===== src/rtl/match_referee.sv =====
`timescale 1ns/1ps
// ---------------------------------------------------------------------------
// match_referee
//   Runs the whole match flow for the two-player fighter. It applies typed
//   damage from the hit detector, keeps health saturating, gives each player
//   an invulnerability window after a hit, runs the round timer, scores rounds
//   and ends the match after ROUNDS_TO_WIN round wins.
//
//   Optional build macro SUDDEN_DEATH_EN: a timeout with equal health keeps
//   the round going. The first damage event then decides it, and the damaged
//   player loses. Without the macro a tied timeout is a draw.
//
// Ports
//   clk, rst          clock, synchronous active-high reset
//   tick              one-cycle frame pulse
//   start             begin match (only seen in IDLE / MATCH_OVER)
//   p1_hit, p2_hit    hit flags, bit0 basic, bit1 directional (level)
//   p1/p2_health      health counters
//   p1/p2_rounds      round wins
//   timer             seconds remaining in the round
//   phase             0 IDLE, 1 FIGHT, 2 KO, 3 MATCH_OVER
//   winner            00 none, 01 P1, 10 P2, 11 draw
//   freeze            high whenever phase != FIGHT
//   round_reset       one-cycle pulse on every entry to FIGHT
// ---------------------------------------------------------------------------
module match_referee #(
    parameter int HEALTH_W      = 4,
    parameter int MAX_HEALTH    = 5,
    parameter int BASIC_DMG     = 1,
    parameter int DIR_DMG       = 2,
    parameter int ROUNDS_TO_WIN = 2,
    parameter int ROUND_W       = 2,
    parameter int ROUND_TIME    = 60,
    parameter int TIME_W        = 7,
    parameter int TICKS_PER_SEC = 60,
    parameter int INVULN_TICKS  = 30,
    parameter int KO_HOLD_TICKS = 120
) (
    input  logic                clk,
    input  logic                rst,
    input  logic                tick,
    input  logic                start,
    input  logic [1:0]          p1_hit,
    input  logic [1:0]          p2_hit,
    output logic [HEALTH_W-1:0] p1_health,
    output logic [HEALTH_W-1:0] p2_health,
    output logic [ROUND_W-1:0]  p1_rounds,
    output logic [ROUND_W-1:0]  p2_rounds,
    output logic [TIME_W-1:0]   timer,
    output logic [1:0]          phase,
    output logic [1:0]          winner,
    output logic                freeze,
    output logic                round_reset
);

    localparam int INV_W  = (INVULN_TICKS  > 0) ? $clog2(INVULN_TICKS + 1) : 1;
    localparam int SUB_W  = (TICKS_PER_SEC > 1) ? $clog2(TICKS_PER_SEC)    : 1;
    localparam int HOLD_W = (KO_HOLD_TICKS > 1) ? $clog2(KO_HOLD_TICKS)    : 1;

    localparam logic [HEALTH_W-1:0] MAX_H_V   = HEALTH_W'(MAX_HEALTH);
    localparam logic [HEALTH_W-1:0] BASIC_V   = HEALTH_W'(BASIC_DMG);
    localparam logic [HEALTH_W-1:0] DIR_V     = HEALTH_W'(DIR_DMG);
    localparam logic [ROUND_W-1:0]  RTW_V     = ROUND_W'(ROUNDS_TO_WIN);
    localparam logic [TIME_W-1:0]   TIME_V    = TIME_W'(ROUND_TIME);
    localparam logic [SUB_W-1:0]    SUB_LAST  = SUB_W'(TICKS_PER_SEC - 1);
    localparam logic [INV_W-1:0]    INV_V     = INV_W'(INVULN_TICKS);
    localparam logic [HOLD_W-1:0]   HOLD_LAST = HOLD_W'(KO_HOLD_TICKS - 1);

    localparam logic [1:0] WIN_NONE = 2'b00;
    localparam logic [1:0] WIN_P1   = 2'b01;
    localparam logic [1:0] WIN_P2   = 2'b10;
    localparam logic [1:0] WIN_DRAW = 2'b11;

    typedef enum logic [1:0] {
        PH_IDLE  = 2'd0,
        PH_FIGHT = 2'd1,
        PH_KO    = 2'd2,
        PH_OVER  = 2'd3
    } phase_e;

    phase_e              phase_q, phase_d;
    logic [HEALTH_W-1:0] h1_q, h1_d, h2_q, h2_d;
    logic [ROUND_W-1:0]  r1_q, r1_d, r2_q, r2_d;
    logic [TIME_W-1:0]   timer_q, timer_d;
    logic [SUB_W-1:0]    sub_q, sub_d;
    logic [INV_W-1:0]    inv1_q, inv1_d, inv2_q, inv2_d;
    logic [HOLD_W-1:0]   hold_q, hold_d;
    logic [1:0]          winner_q, winner_d;
    logic                freeze_q, freeze_d;
    logic                rr_q, rr_d;

    // Saturating damage: a hit never wraps health below zero.
    function automatic logic [HEALTH_W-1:0] take_hit(input logic [HEALTH_W-1:0] h,
                                                     input logic [1:0]          hit);
        logic [HEALTH_W-1:0] dmg;
        dmg = hit[1] ? DIR_V : BASIC_V;
        return (h <= dmg) ? '0 : h - dmg;
    endfunction

    function automatic logic [1:0] decide(input logic [HEALTH_W-1:0] a,
                                          input logic [HEALTH_W-1:0] b);
        if (a > b)      return WIN_P1;
        else if (b > a) return WIN_P2;
        else            return WIN_DRAW;
    endfunction

    logic       go_fight;   // enter FIGHT this cycle (round setup below)
    logic       round_end;  // leave FIGHT this cycle with result rw
    logic [1:0] rw;
    logic       sudden;     // tied timeout still being fought out
    logic       land1, land2;

    always_comb begin
        phase_d   = phase_q;
        h1_d      = h1_q;
        h2_d      = h2_q;
        r1_d      = r1_q;
        r2_d      = r2_q;
        timer_d   = timer_q;
        sub_d     = sub_q;
        inv1_d    = inv1_q;
        inv2_d    = inv2_q;
        hold_d    = hold_q;
        winner_d  = winner_q;
        rr_d      = 1'b0;
        go_fight  = 1'b0;
        round_end = 1'b0;
        rw        = WIN_NONE;
        sudden    = 1'b0;
        land1     = 1'b0;
        land2     = 1'b0;

        case (phase_q)
            PH_IDLE: begin
                if (start) go_fight = 1'b1;
            end

            PH_FIGHT: begin
`ifdef SUDDEN_DEATH_EN
                sudden = (timer_q == '0) && (h1_q == h2_q) && (h1_q != '0);
`endif
                // End-of-round test uses the registered state. Hits that
                // arrive on the deciding cycle are dropped.
                if ((h1_q == '0) || (h2_q == '0) || ((timer_q == '0) && !sudden)) begin
                    round_end = 1'b1;
                    rw        = decide(h1_q, h2_q);
                end else begin
                    // During sudden death invulnerability is ignored.
                    land1 = (p1_hit != 2'b00) && ((inv1_q == '0) || sudden);
                    land2 = (p2_hit != 2'b00) && ((inv2_q == '0) || sudden);

                    if (land1) begin
                        h1_d   = take_hit(h1_q, p1_hit);
                        inv1_d = INV_V;
                    end else if (tick && (inv1_q != '0)) begin
                        inv1_d = inv1_q - 1'b1;
                    end

                    if (land2) begin
                        h2_d   = take_hit(h2_q, p2_hit);
                        inv2_d = INV_V;
                    end else if (tick && (inv2_q != '0)) begin
                        inv2_d = inv2_q - 1'b1;
                    end

                    if (tick) begin
                        if (sub_q == SUB_LAST) begin
                            sub_d = '0;
                            if (timer_q != '0) timer_d = timer_q - 1'b1;
                        end else begin
                            sub_d = sub_q + 1'b1;
                        end
                    end

                    // First landed hit in sudden death decides the round.
                    // The damaged player loses.
                    if (sudden && (land1 || land2)) begin
                        round_end = 1'b1;
                        rw        = (land1 && land2) ? WIN_DRAW : (land1 ? WIN_P2 : WIN_P1);
                    end
                end
            end

            PH_KO: begin
                if (tick) begin
                    if (hold_q == HOLD_LAST) begin
                        hold_d = '0;
                        if (r1_q == RTW_V) begin
                            phase_d  = PH_OVER;
                            winner_d = WIN_P1;
                        end else if (r2_q == RTW_V) begin
                            phase_d  = PH_OVER;
                            winner_d = WIN_P2;
                        end else begin
                            go_fight = 1'b1;
                        end
                    end else begin
                        hold_d = hold_q + 1'b1;
                    end
                end
            end

            PH_OVER: begin
                if (start) begin
                    r1_d     = '0;
                    r2_d     = '0;
                    go_fight = 1'b1;
                end
            end

            default: phase_d = PH_IDLE;
        endcase

        if (round_end) begin
            phase_d  = PH_KO;
            hold_d   = '0;
            winner_d = rw;
            if ((rw == WIN_P1) && (r1_q != RTW_V)) r1_d = r1_q + 1'b1;
            if ((rw == WIN_P2) && (r2_q != RTW_V)) r2_d = r2_q + 1'b1;
        end

        if (go_fight) begin
            phase_d  = PH_FIGHT;
            h1_d     = MAX_H_V;
            h2_d     = MAX_H_V;
            timer_d  = TIME_V;
            sub_d    = '0;
            inv1_d   = '0;
            inv2_d   = '0;
            hold_d   = '0;
            winner_d = WIN_NONE;
            rr_d     = 1'b1;
        end

        freeze_d = (phase_d != PH_FIGHT);
    end

    always_ff @(posedge clk) begin
        if (rst) begin
            phase_q  <= PH_IDLE;
            h1_q     <= MAX_H_V;
            h2_q     <= MAX_H_V;
            r1_q     <= '0;
            r2_q     <= '0;
            timer_q  <= TIME_V;
            sub_q    <= '0;
            inv1_q   <= '0;
            inv2_q   <= '0;
            hold_q   <= '0;
            winner_q <= WIN_NONE;
            freeze_q <= 1'b1;
            rr_q     <= 1'b0;
        end else begin
            phase_q  <= phase_d;
            h1_q     <= h1_d;
            h2_q     <= h2_d;
            r1_q     <= r1_d;
            r2_q     <= r2_d;
            timer_q  <= timer_d;
            sub_q    <= sub_d;
            inv1_q   <= inv1_d;
            inv2_q   <= inv2_d;
            hold_q   <= hold_d;
            winner_q <= winner_d;
            freeze_q <= freeze_d;
            rr_q     <= rr_d;
        end
    end

    assign p1_health   = h1_q;
    assign p2_health   = h2_q;
    assign p1_rounds   = r1_q;
    assign p2_rounds   = r2_q;
    assign timer       = timer_q;
    assign phase       = phase_q;
    assign winner      = winner_q;
    assign freeze      = freeze_q;
    assign round_reset = rr_q;

endmodule

===== config.mk =====
export PLATFORM = sky130hd
export DESIGN_NAME = match_referee
export DESIGN_NICKNAME = d
export VERILOG_FILES = /design/src/rtl/match_referee.sv
export SDC_FILE = /design/constraint.sdc
export NUM_CORES = 1
export LEC_CHECK = 0
export BUFFER_PORTS_ARGS = -buffer_cell sky130_fd_sc_hd__buf_2
export CORE_ASPECT_RATIO = 1.2
export CORE_UTILIZATION = 55
export CTS_CLUSTER_SIZE = 25
export DETAILED_ROUTE_END_ITERATION = 6
export PLACE_DENSITY = 0.8
export SETUP_SLACK_MARGIN = 0.4
export SYNTH_ARGS = -nofsm -noshare
export SYNTH_HDL_FRONTEND = slang
export SYNTH_SLANG_ARGS = --single-unit

===== constraint.sdc =====
create_clock -name clk -period 2.7 [get_ports clk]
set_input_delay 0.27 -clock clk [delete_from_list [all_inputs] [get_ports clk]]
set_output_delay 0.27 -clock clk [all_outputs]
set_load 0.02 [all_outputs]

==> results.py, run 1 <==
metrics = {
    "detailed_routing": {
        "num_vias": 2423,
        "drt_first_pass_iters": 4,
        "antenna_left": 0,
        "drtIter0Drc": 109,
        "routedWlPerCell_um": 14.2,
        "drt-total-wl_um": 5800,
        "drc": 0,
        "viasPerCell": 5.95,
    },
    "finish": {
        "fin_area_um2": 3080,
        "final_layout_size_suffix_gt1_share_pct": 22.6,
        "mostFrequentLayoutCell": "dfxtp_1",
        "diodes": 0,
        "final_cell_mix": "46 x dfxtp_1, 32 x buf_2, 31 x nand2_1",
        "area_growth_pct": 15.9,
        "fin_nets": 377,
    },
    "synthesis": {
        "synth_fa_ha_area_share_pct": 10.5,
        "synth_cells": 310,
        "synth-seq-cells": 48,
        "synthesis.area_um2": 2660,
        "yosys_most_used_dff": "dfxtp_1",
        "synth_warnings": 0,
        "async_flop_share_pct": 0,
        "yosys.area_share.simple_pct": 27.1,
        "synth_nets": 339,
        "synthXorXnorAreaFrac_pct": 2.64,
        "synth_top_family_by_area": "simple AND/OR/NAND/NOR gates",
        "synth_edf_count": 0,
        "synthMuxAreaShare_pct": 2.26,
        "avgSynthCellArea_um2": 8.57,
        "synth-compound-area-share_pct": 16.2,
        "ys_seq_area_share_pct": 36.2,
        "synth_cell_types": 55,
    },
    "clocking": {
        "cts_buffer_depth": 2,
        "cts_tree": "done",
        "cts_made_buffers": 5,
        "cts-hold-fix-buffers": 0,
        "insertion_delay_ns": 0.30,
        "cts-root-buf": "clkbuf_8",
        "clock-sinks": 48,
        "cts_max_level": 2,
        "clk_pin_slew_ns": 0.09,
    },
    "floorplan": {
        "fp-row-count": 27,
        "dieArea_um2": 5110,
        "initial_core_util_pct": 57.4,
        "core_region_area_um2": 4630,
        "die_h_um": 78.1,
        "dieWidth_um": 65.4,
        "ios": 33,
    },
    "sta": {
        "rsz0062_at_grt": "true",
        "skew_ns": 0.00767,
        "relSlewSlack_pct": 57.1,
        "setup_viol": 0,
        "fmax_mhz": 448,
        "period_needed_ns": 2.23,
        "tns_ns": 0,
        "hold_viol": 0,
        "maxSlewViolCount": 0,
        "worst_pin_slew_ns": 0.637,
        "min_period_over_period_pct": 82.7,
    },
    "placed_design": {
        "dpl.hpwl_um": 4320,
        "dpl-instance-area_um2": 2880,
        "io_buffer_count": 32,
        "gp_congestion": 0.856,
    },
    "pwr": {
        "p_leak_uw": 0.00122,
        "vdd_drop_max_uv": 438,
        "powerDensity_nw_per_um2": 517,
    },
    "setup_path": {
        "path_class": "reg -> reg",
        "crit_path_end_kind": "flop",
        "startpoint_type": "flop",
        "required_ns": 2.93,
        "cp_max_fo": 9,
        "cp.arrival_ns": 2.46,
    },
    "grt": {
        "grt_pass1_wl_um": 9840,
        "grt_max_degree": 16,
        "grt-ovfl-total": 0,
        "antenna_found_initial": 0,
        "grt_pass1_vias": 2224,
        "track_usage_pct": 23.9,
    },
    "worst_hold_path": {
        "min_path_type": "in -> reg",
    },
    "flow_run": {
        "max-cap-violations": 0,
    },
    "outcome": {
        "outcome": "finished, final reports clean",
    },
}
stage by stage:
stage / instances / hold slack (ns) / power (uW) / worst slack [ns] / utilization (%)
final: 407 / 0.264 / 1590 / 0.467 / 66.5
after global placement: 396 / 0.456 / 1010 / 0.415 / 62.2
after floorplan: 310 / 0.430 / 950 / 0.404 / -
after detailed placement: 396 / 0.464 / 1020 / 0.367 / 62.2
after CTS: 404 / 0.252 / 1570 / 0.430 / 65.0
after global routing: 407 / 0.260 / 1660 / 0.379 / 66.5
kinds of logic after synthesis:
kind of cell,after synthesis
flip-flops,48
adder cells (fa/ha/maj),21
AO/OA/AOI/OAI,66
XOR/XNOR,8
buffers and inverters,33
AND/OR/NAND/NOR,128
multiplexers,6
cells in the mapped netlist (4+ instances only):
cell       n  share of area (%)
ha_1      19                8.9
nand4_1    9                2.1
dfxtp_1   48                 36
xor2_1     5                1.6
inv_1     24                3.4
nand2_1   31                4.4
and2_1     4               0.94
or4_1      8                2.3
nor2_1    20                2.8
or2_2      6                1.4
nand3_1   20                3.8
a211oi_1   4                1.1
a21oi_1   18                3.4
a31oi_1    5                1.2
mux2i_1    6                2.3
o21ai_0   17                3.2
nor3_1     4               0.75
flip-flops by register name (all words and copies together) (netlist names):
register,flops
inv2_q,5
p1_rounds,2
timer,7
p2_rounds,2
winner,2
phase,2
hold_q,7
inv1_q,5
round_reset,1
sub_q,6
p2_health,4
p1_health,4
freeze,1
layout make-up:
type                    instances  area [um^2]
multi-input cells             229         1610
fillers                       373         1550
flip-flops and latches         48          963
repair buffers                 40          220
inverters                      24         90.1
clock buffers                   6         82.6
well taps                      58         72.6
clock inverters                 2         38.8
routing by layer:
metal / GRT usage, % / routed length (um) / up-vias
met3: 3.49 / 196 / 6
li1: - / - / 1202
met2: 42.9 / 3000 / 59
met4: 4.13 / 40 / 0
met5: 0 / 0 / -
met1: 30.1 / 2560 / 1156
power breakdown:
group	total, uW	switching (uW)	leakage [uW]	internal [uW]
clock network	550	247	0.0000614	303
logic	285	165	0.000774	120
registers	756	24.1	0.000389	732
critical path, cell delays in order, from the launching register on:
cell and delay, ns:
dfxtp_2 0.36, or4_4 0.58, or3b_1 0.58, a21oi_4 0.23, nand4b_1 0.19, mux2i_1 0.23
worst paths after layout:
kind / cells after the start / endpoint / slack [ns] / startpoint
setup reg to reg: 5 / p2_rounds[1] / 0.47 / timer[2]
hold reg to reg: 2 / sub_q[1] / 0.48 / sub_q[1]
hold / removal: 2 / round_reset / 0.26 / rst
setup / recovery: 5 / p2_rounds[1] / 0.47 / timer[2]
repair_timing:
action | 4_1_cts | 5_1_grt
pin swaps | 0 | 5
setup buffers | 0 | 3
gates resized for setup | 3 | 14
setup endpoints to repair | 7 | 36
cloned | 0 | 0
Note: power is estimated with default switching activity, not from simulation.
==> inputs of run 2 (changes only) <==
- CORE_UTILIZATION: 55 -> 52
- clock period: 2.7 -> 1.9 ns (I/O delays scaled with it)
==> run 2 against run 1 <==
Effect of this change:
- the flow now finishes with violations (DRC, setup timing)
- clock skew is essentially flat
- clock-buffer cell count increased by 1
- wire length increased by 110%
- combinational power rose to 3.1 times the previous value
- design area grew 45%
- die area is 5.6% higher
- final cell count is 25% higher
- via count grew 41%
- non-clock buffer count rose by 100
- highest routed layer unchanged
==> results.py, run 2 (synthesized netlist as in run 1, its figures left out) <==
metrics = {
    "outcome": {
        "violations": "DRC, setup timing",
        "outcome": "finished with violations",
    },
    "finish": {
        "final_layout_size_suffix_gt1_share_pct": 57.6,
        "final_cells": 510,
        "final_cell_mix": "80 x buf_4, 35 x dfxtp_1, 32 x buf_2",
        "area_growth_pct": 68.6,
        "fin_nets": 478,
        "diodes": 0,
        "mostFrequentLayoutCell": "buf_4",
    },
    "setup_path": {
        "crit_path_end_kind": "flop",
        "required_ns": 2.14,
        "startpoint_type": "flop",
        "cp.arrival_ns": 2.67,
        "path_class": "reg -> reg",
        "cp_max_fo": 5,
    },
    "detailed_routing": {
        "drt_first_pass_iters": 7,
        "routedWlPerCell_um": 24.3,
        "num_vias": 3415,
        "antenna_left": 0,
        "drc": 1,
        "drtIter0Drc": 352,
        "drt-total-wl_um": 12400,
        "viasPerCell": 6.70,
    },
    "clocking": {
        "clock-sinks": 48,
        "cts_made_buffers": 5,
        "cts_max_level": 2,
        "cts_buffer_depth": 2,
        "cts-hold-fix-buffers": 0,
        "cts_tree": "done",
        "clk_pin_slew_ns": 0.09,
        "cts-root-buf": "clkbuf_8",
        "insertion_delay_ns": 0.31,
    },
    "grt": {
        "grt_pass1_vias": 3009,
        "grt-ovfl-total": 0,
        "antenna_found_initial": 0,
        "grt_pass1_wl_um": 14200,
        "track_usage_pct": 35.6,
        "grt_max_degree": 15,
    },
    "sta": {
        "maxSlewViolCount": 0,
        "hold_viol": 0,
        "period_needed_ns": 2.43,
        "skew_ns": 0.00769,
        "relSlewSlack_pct": 59.4,
        "setup_viol": 41,
        "worst_pin_slew_ns": 0.604,
        "rsz0062_at_grt": "true",
        "setup_slack_ns": -0.529,
        "tns_ns": -7.08,
        "fmax_mhz": 412,
        "min_period_over_period_pct": 128,
    },
    "placed_design": {
        "placed_cells": 463,
        "dpl.hpwl_um": 5470,
        "io_buffer_count": 32,
        "gp_congestion": 0.854,
        "pre_cts_slack_ns": -0.274,
    },
    "floorplan": {
        "die_h_um": 80.3,
        "initial_core_util_pct": 53.8,
        "fp-row-count": 28,
        "dieWidth_um": 67.2,
        "dieArea_um2": 5400,
        "core_region_area_um2": 4940,
        "ios": 33,
    },
    "pwr": {
        "vdd_drop_max_uv": 581,
        "p_leak_uw": 0.00183,
        "powerDensity_nw_per_um2": 622,
        "total_power_uw": 2790,
    },
    "flow_run": {
        "max-cap-violations": 0,
    },
    "worst_hold_path": {
        "min_path_type": "in -> reg",
    },
}
[run 2: per-stage QoR]
step | area (um^2) | utilization (%) | hold slack (ns)
finish | 4480 | 90.7 | 0.229
global route | 4480 | 90.7 | 0.211
global placement | 3530 | 71.4 | 0.459
detailed placement | 3530 | 71.4 | 0.467
floorplan | 2840 | - | 0.348
CTS | 4040 | 81.7 | 0.202
[run 2: layout make-up]
class                   count  area [um^2]
clock buffers               7         96.3
clock inverters             1         30.0
fillers                   186          462
inverters                  24         95.1
multi-input cells         230         2110
flip-flops and latches     48          995
well taps                  60         75.1
repair buffers            140         1080
[run 2: where the power goes]
group | leakage [uW] | total, uW | switching, uW | internal [uW]
combinational | 0.00137 | 884 | 485 | 400
clock | 0.0000645 | 838 | 373 | 465
sequential | 0.000395 | 1060 | 30.7 | 1030
total | 0.00183 | 2790 | 888 | 1900
[run 2: final timing paths]
check             slack [ns]          from            to  cells after the start
setup / recovery       -0.53  p1_health[3]  p1_rounds[1]                      8
hold / removal          0.23           rst   round_reset                      2
setup reg to reg       -0.53  p1_health[3]  p1_rounds[1]                      8
hold reg to reg         0.51  p1_rounds[0]  p1_rounds[0]                      2
[run 2: critical path, stage by stage, from the launching register on]
cell and delay, ns:
dfxtp_1 0.35, buf_4 0.15, inv_1 0.07, ha_1 0.34, a21oi_1 0.45, o21ai_1 0.29, buf_4 0.24, nor3_4 0.25
mux2i_1 0.23
[run 2: per-layer routing]
layer	track usage, %	wire, um	part of all wire [%]
met5	0	0	0
met4	21.5	1240	10
met3	8.24	1040	8.4
met2	63.9	6060	49
met1	36.2	4070	33
[run 2: repair_timing]
action	in CTS	in global routing
pin swaps	18	34
setup endpoints to repair	48	48
buffers inserted	17	21
resized for setup	57	65
gates cloned	1	0
